**config.mk**
```make
export PLATFORM = sky130hd
export DESIGN_NAME = uart_parity_gen
export DESIGN_NICKNAME = d
export VERILOG_FILES = /design/src/rtl/uart_parity_pkg.sv /design/src/rtl/uart_parity_gen.sv
export SDC_FILE = /design/constraint.sdc
export NUM_CORES = 1
export LEC_CHECK = 0
export CORE_MARGIN = 1
export CORE_UTILIZATION = 47
export CTS_BUF_LIST = sky130_fd_sc_hd__clkbuf_8
export DETAILED_ROUTE_END_ITERATION = 8
export GPL_TIMING_DRIVEN = 1
export PLACE_DENSITY = 0.87
export SLEW_MARGIN = 30
export SYNTH_ARGS = -nofsm -noshare
export SYNTH_HDL_FRONTEND = slang
export SYNTH_SLANG_ARGS = --single-unit
```
**constraint.sdc**
```tcl
create_clock -name clk -period 1.66 [get_ports clk]
set_clock_uncertainty 0.2 [all_clocks]
set_input_delay 0.166 -clock clk [delete_from_list [all_inputs] [get_ports clk]]
set_output_delay 0.166 -clock clk [all_outputs]
set_load 0.005 [all_outputs]
```
**src/rtl/uart_parity_pkg.sv**
```systemverilog
// -----------------------------------------------------------------------------
// uart_parity_pkg
//   Shared types and constants for the UART TX parity generator.
//   - par_mode_t : parity mode encodings as presented on the par_mode port
//   - state_t    : generator FSM states
//   - MODE_W     : width of the par_mode port
//   - decode_mode: maps a raw par_mode value onto par_mode_t (reserved
//                  codes 101..111 collapse to PAR_NONE)
// -----------------------------------------------------------------------------
package uart_parity_pkg;

    localparam int MODE_W = 3;

    typedef enum logic [MODE_W-1:0] {
        PAR_NONE  = 3'b000,
        PAR_EVEN  = 3'b001,
        PAR_ODD   = 3'b010,
        PAR_MARK  = 3'b011,
        PAR_SPACE = 3'b100
    } par_mode_t;

    typedef enum logic [1:0] {
        ST_IDLE,
        ST_CALC,
        ST_HOLD
    } state_t;

    function automatic par_mode_t decode_mode(input logic [MODE_W-1:0] mode);
        case (mode)
            3'b001:  return PAR_EVEN;
            3'b010:  return PAR_ODD;
            3'b011:  return PAR_MARK;
            3'b100:  return PAR_SPACE;
            default: return PAR_NONE;
        endcase
    endfunction

endpackage

```
**src/rtl/uart_parity_gen.sv**
```systemverilog
// -----------------------------------------------------------------------------
// uart_parity_gen
//   Bit-serial parity generator for the UART TX path. A data word is accepted
//   over a valid/ready handshake, its parity is accumulated one bit per clock
//   (bit 0 first), and the result is held stable until the TX FSM reports
//   the frame complete.
//
// Parameters
//   MAX_WIDTH  widest data word (bits)
//   MIN_WIDTH  narrowest legal data word (bits); out-of-range lengths clamp
//              to MAX_WIDTH
//   LEN_W      width of data_len, at least clog2(MAX_WIDTH+1)
//
// Ports
//   clk           system clock, rising edge
//   rst           synchronous reset, active-high
//   data_in       parallel data word, bit 0 transmitted first
//   data_len      number of valid data bits, sampled on accept
//   par_mode      000 none, 001 even, 010 odd, 011 mark, 100 space
//                 (others = none), sampled on accept
//   data_valid    upstream offers a word
//   data_ready    block can accept a word
//   frame_done    one-cycle pulse from TX FSM: parity consumed
//   parity_bit    computed parity bit
//   parity_valid  parity_bit is valid and stable
//   parity_en     latched mode is not none (TX inserts a parity slot)
//
// Optional feature (macro UART_PARITY_CHECK_EN)
//   chk_bit       received parity bit to compare
//   chk_strobe    compare request, honoured in HOLD with parity_en=1
//   parity_err    sticky mismatch flag, cleared by rst or the next accept
// -----------------------------------------------------------------------------
module uart_parity_gen
    import uart_parity_pkg::*;
#(
    parameter int MAX_WIDTH = 8,
    parameter int MIN_WIDTH = 5,
    parameter int LEN_W     = 4
) (
    input  logic                 clk,
    input  logic                 rst,
    input  logic [MAX_WIDTH-1:0] data_in,
    input  logic [LEN_W-1:0]     data_len,
    input  logic [MODE_W-1:0]    par_mode,
    input  logic                 data_valid,
    output logic                 data_ready,
    input  logic                 frame_done,
`ifdef UART_PARITY_CHECK_EN
    input  logic                 chk_bit,
    input  logic                 chk_strobe,
    output logic                 parity_err,
`endif
    output logic                 parity_bit,
    output logic                 parity_valid,
    output logic                 parity_en
);

    state_t                 state_q;
    par_mode_t              mode_q;
    logic [MAX_WIDTH-1:0]   shift_q;
    logic [LEN_W-1:0]       len_q;
    logic [LEN_W-1:0]       idx_q;
    logic                   acc_q;
    logic                   parity_q;
    logic                   par_en_q;

    logic                   acc_next;
    logic                   last_bit;
    logic [LEN_W-1:0]       len_eff;

    // The word is consumed from a shift register, so the next bit is always
    // shift_q[0] and no variable-index mux is needed.
    assign acc_next = acc_q ^ shift_q[0];
    assign last_bit = (idx_q == len_q - LEN_W'(1));

    assign len_eff = ((data_len >= LEN_W'(MIN_WIDTH)) && (data_len <= LEN_W'(MAX_WIDTH)))
                   ? data_len : LEN_W'(MAX_WIDTH);

    // Outputs are forced low for the whole reset cycle, not only after the
    // edge that clears the registers, so a partial result is never exposed.
    assign data_ready   = (state_q == ST_IDLE) && !rst;
    assign parity_valid = (state_q == ST_HOLD) && !rst;
    assign parity_bit   = parity_q && !rst;
    assign parity_en    = par_en_q && !rst;

`ifdef UART_PARITY_CHECK_EN
    logic err_q;
    assign parity_err = err_q && !rst;
`endif

    // NOTE: every register here is assigned with <= so all of them update
    // together from pre-edge values; blocking assignments would make the
    // CALC step depend on statement order.
    always_ff @(posedge clk) begin
        if (rst) begin
            state_q  <= ST_IDLE;
            mode_q   <= PAR_NONE;
            shift_q  <= '0;
            len_q    <= '0;
            idx_q    <= '0;
            acc_q    <= 1'b0;
            parity_q <= 1'b0;
            par_en_q <= 1'b0;
`ifdef UART_PARITY_CHECK_EN
            err_q    <= 1'b0;
`endif
        end else begin
            case (state_q)
                ST_IDLE: begin
                    if (data_valid) begin
                        shift_q <= data_in;
                        len_q   <= len_eff;
                        mode_q  <= decode_mode(par_mode);
                        acc_q   <= 1'b0;
                        idx_q   <= '0;
`ifdef UART_PARITY_CHECK_EN
                        err_q   <= 1'b0;
`endif
                        state_q <= ST_CALC;
                    end
                end

                ST_CALC: begin
                    acc_q   <= acc_next;
                    shift_q <= shift_q >> 1;
                    idx_q   <= idx_q + LEN_W'(1);
                    // Fixed-value modes still walk all N bits so latency is
                    // independent of mode.
                    if (last_bit) begin
                        case (mode_q)
                            PAR_EVEN: parity_q <= acc_next;
                            PAR_ODD:  parity_q <= ~acc_next;
                            PAR_MARK: parity_q <= 1'b1;
                            default:  parity_q <= 1'b0;
                        endcase
                        par_en_q <= (mode_q != PAR_NONE);
                        state_q  <= ST_HOLD;
                    end
                end

                ST_HOLD: begin
`ifdef UART_PARITY_CHECK_EN
                    if (chk_strobe && par_en_q && (chk_bit != parity_q)) begin
                        err_q <= 1'b1;
                    end
`endif
                    // A word offered alongside frame_done is taken on the
                    // following edge, from IDLE.
                    if (frame_done) begin
                        state_q <= ST_IDLE;
                    end
                end

                default: state_q <= ST_IDLE;
            endcase
        end
    end

endmodule

```
==> results of run 1 <==
where the power goes:
part | internal [mW] | switching, mW
logic | 0.133 | 0.113
registers | 0.601 | 0.0242
clock network | 0.211 | 0.178
total | 0.945 | 0.315
through the flow:
stage                     power, mW  cell area [um2]
after detailed placement      0.848             1510
after floorplan               0.750             1170
after CTS                      1.23             1590
after global routing           1.32             1690
final                          1.26             1690
after global placement        0.837             1510
Yosys cell counts, types with 2 or more instances:
cell type,instances
nor4_1,2
clkbuf_1,4
nor2_1,20
nor2b_1,3
nand3_1,7
nor4_2,3
a21oi_1,16
nand2_1,12
a22oi_1,3
nor3_1,3
nand3b_1,3
xnor2_1,4
nor3b_1,2
o211ai_1,2
buf_2,5
ha_1,2
inv_1,3
dfxtp_1,24
logic make-up after synthesis:
| kind of cell | share of synthesized area (%) |
|---|---|
| AND/OR/NAND/NOR | 29.8 |
| XOR/XNOR | 5.79 |
| adder cells (fa/ha/maj) | 2.14 |
| AO/OA/AOI/OAI | 14.6 |
| multiplexers | 2.14 |
| flip-flops | 41.2 |
| buffers and inverters | 4.39 |
worst paths after layout:
| kind | startpoint | to | slack (ns) |
|---|---|---|---|
| hold reg to reg | shift_q[5] | shift_q[5] | 0.26 |
| hold / removal | data_valid | state_q[0] | 0.14 |
| setup / recovery | len_q[1] | parity_q | -0.10 |
| setup reg to reg | len_q[1] | parity_q | -0.10 |
registers in the layout (all words and copies together), names as in the netlist:
name / count
shift_q: 8
idx_q: 4
len_q: 4
mode_q: 3
state_q: 2
acc_q: 1
par_en_q: 1
parity_q: 1
area by class of cell:
cell class                 count  share of cell area, %
timing repair buffer          43                   24.5
inverter                       3                  0.666
multi-input combinational     99                   40.5
tap                           28                   2.07
clock buffer                   4                   3.26
sequential                    24                   29.0
routing by layer:
layer	global-route usage, %	up-vias
li1	-	541
met1	30.6	556
met2	35.7	34
met3	2.05	4
met4	11.7	0
met5	0	-
placed cells by master, fill, tap and decap left out, types with 3 or more instances in the layout:
master	instances
a21oi_1	16
buf_4	18
nor2_1	19
dlygate4sd2_1	3
dfxtp_1	20
nor4_2	4
nand3b_1	3
nor3_1	3
clkbuf_8	4
buf_12	3
nand2_1	12
a22oi_1	3
xnor2_1	3
nand3_1	7
clkdlybuf4s50_1	18
what timing repair did:
action | 4_1_cts | 5_1_grt
setup buffers | 0 | 6
pin swaps | 4 | 5
setup endpoints to repair | 9 | 5
resized for setup | 11 | 11
worst min-delay path, cell delays in order:
cell            delay, ns
dlymetal6s2s_1       0.15
nor2_1               0.18
a2111oi_4            0.08
==> summary.md, run 1 <==
| Metric | Value |
|---|---|
| Status | `finished with violations` |
| Failing checks | `setup timing` |
| Worst Setup Start Kind | `flop` |
| Asr flop ratio synth | `0%` |
| Synth Register Bits | `24` |
| Final setup margin | `-0.102 ns` |
| CP top delay family | `simple AND/OR/NAND/NOR gates` |
| Metal2 WL | `between 1500 and 2000 um` |
| Hold WC Path Type | `input port to flop` |
| Storage element area | `~490 um2` |
| RSZ-0062 raised after global routing | `true` |
| Ranking of synthesized cells by area | `dfxtp_1 (41%), a21oi_1 (6.9%), nor2_1 (6.4%)` |
| Post-Syn Area | `approximately 1200 um2` |
| Max Root-Sink Buffers | `2` |
| DIE AREA | `approximately 2700 um2` |
| Clock transition at the registers of the reported paths | `~0.08 ns` |
| Final Wtd Congestion | `between 0.8 and 0.9` |
| Area growth, synth to finish | `44.8%` |
| Synth Net Count | `about 160` |
| Cell taking the most area after synthesis | `dfxtp_1` |
| Fillers | `about 160` |
| Die height | `51.8 um` |
| Clk sinks | `24` |
| CP Max Fanout | `3` |
| PortBufs | `22` |
| Fmax | `about 0.57 GHz` |
| Count of non-filler cells in the finished layout | `about 200` |
| Cell area power density | `approximately 750 nW/um2` |
| Via count | `1135` |
| CP cell instances | `inv_2 -> ha_4 -> xnor2_2 -> nor3_2 -> nand3_2 -> mux2_4` |
| Num ports | `23` |
| Mapped Cells | `~140` |
| Initial DRC Count | `52` |
| Final hold violations | `0` |
| Unique masters post-synth | `35` |
| CP max-delay cell | `dfxtp_2` |
| Grt ovf | `0` |
| Worst Hold Path Cells | `3` |
| Diode count | `0` |
| Ys Warns | `0` |
| Final net count | `between 150 and 200` |
| Top sig layer | `met4` |
| Multi-input gate area in the final layout | `approximately 680 um2` |
| Dpl cells | `between 150 and 200` |
| Post-DP HPWL | `between 1500 and 2000 um` |
| Top_reg_cell synth | `dfxtp_1` |
| Drt via density | `about 5.6` |
| Largest net degree at the start of global routing | `15` |
| Drt first pass iters | `4` |
| CTS Buf Count | `3` |
| Buf/Inv on CP | `1` |
| CP Depth | `6` |
| Fin crit period | `1.76 ns` |
| Setup TNS | `-0.156 ns` |
| Critical setup path kind | `flop to flop` |
| Least-Margin Pin Slew | `0.467 ns` |
| CTS root buffer | `clkbuf_8` |
| Row count | `17` |
| Starting density of the core | `51.3%` |
| Worst VDD drop | `0.567 mV` |
| Post-synth EDFFs | `0` |
| Slew Limit Headroom | `about two thirds` |
| Worst R2R Path Depth | `6` |
| Dpl ws | `-0.188 ns` |
| Crit. End Element | `flop` |
| Slew Viols, Final | `0` |
| Initial antenna violation count | `0` |
| CTS Hold Bufs | `0` |
| Placeable Area | `about 2300 um2` |
| Utilization after layout | `between 70% and 80%` |
| CTS tree | `built` |
| Worst path required time | `1.61 ns` |
| Critical Path AT | `between 1.5 and 2 ns` |
| Number of global-route vias before repair | `between 1000 and 1500` |
| Met1 WL | `approximately 1400 um` |
| All-Layer GR Usage | `a little under a quarter` |
| Worst skew pair latency | `about 0.26 ns` |
| Routed WL | `approximately 3000 um` |
| Routed WL per cell | `between 10 and 15 um` |
| Sequential area share after synthesis | `about two fifths` |
| DRC | `0` |
| Final Cycle Share | `106%` |
| Number of max-cap violations | `0` |
| Die X-Extent | `between 50 and 60 um` |
| WHS | `about 0.14 ns` |
| Max H-tree Level | `1` |
| Avg Cell Area, Syn | `slightly below 9 um2` |
| First-pass GRT wire length | `between 4000 and 5000 um` |
| Top-area cell type share of the netlist area | `about two fifths` |
| Post-route ant nets | `0` |
| Setup-failing EPs final | `2` |
| Critical Path Max Stage Delay | `0.34 ns` |
| Layout cells sized above 1 | `approximately 28%` |
| Leak Pwr | `between 0.6 and 0.7 nW` |
| Wire length on met3 | `roughly 120 um` |
(Power assumes the default switching activity.)
==> run 2, diff against run 1 <==
RECOVER_POWER = 25   (was default)
==> results of run 2 <==
Same layout as run 1: the final DEF is identical, and so are final timing and power.
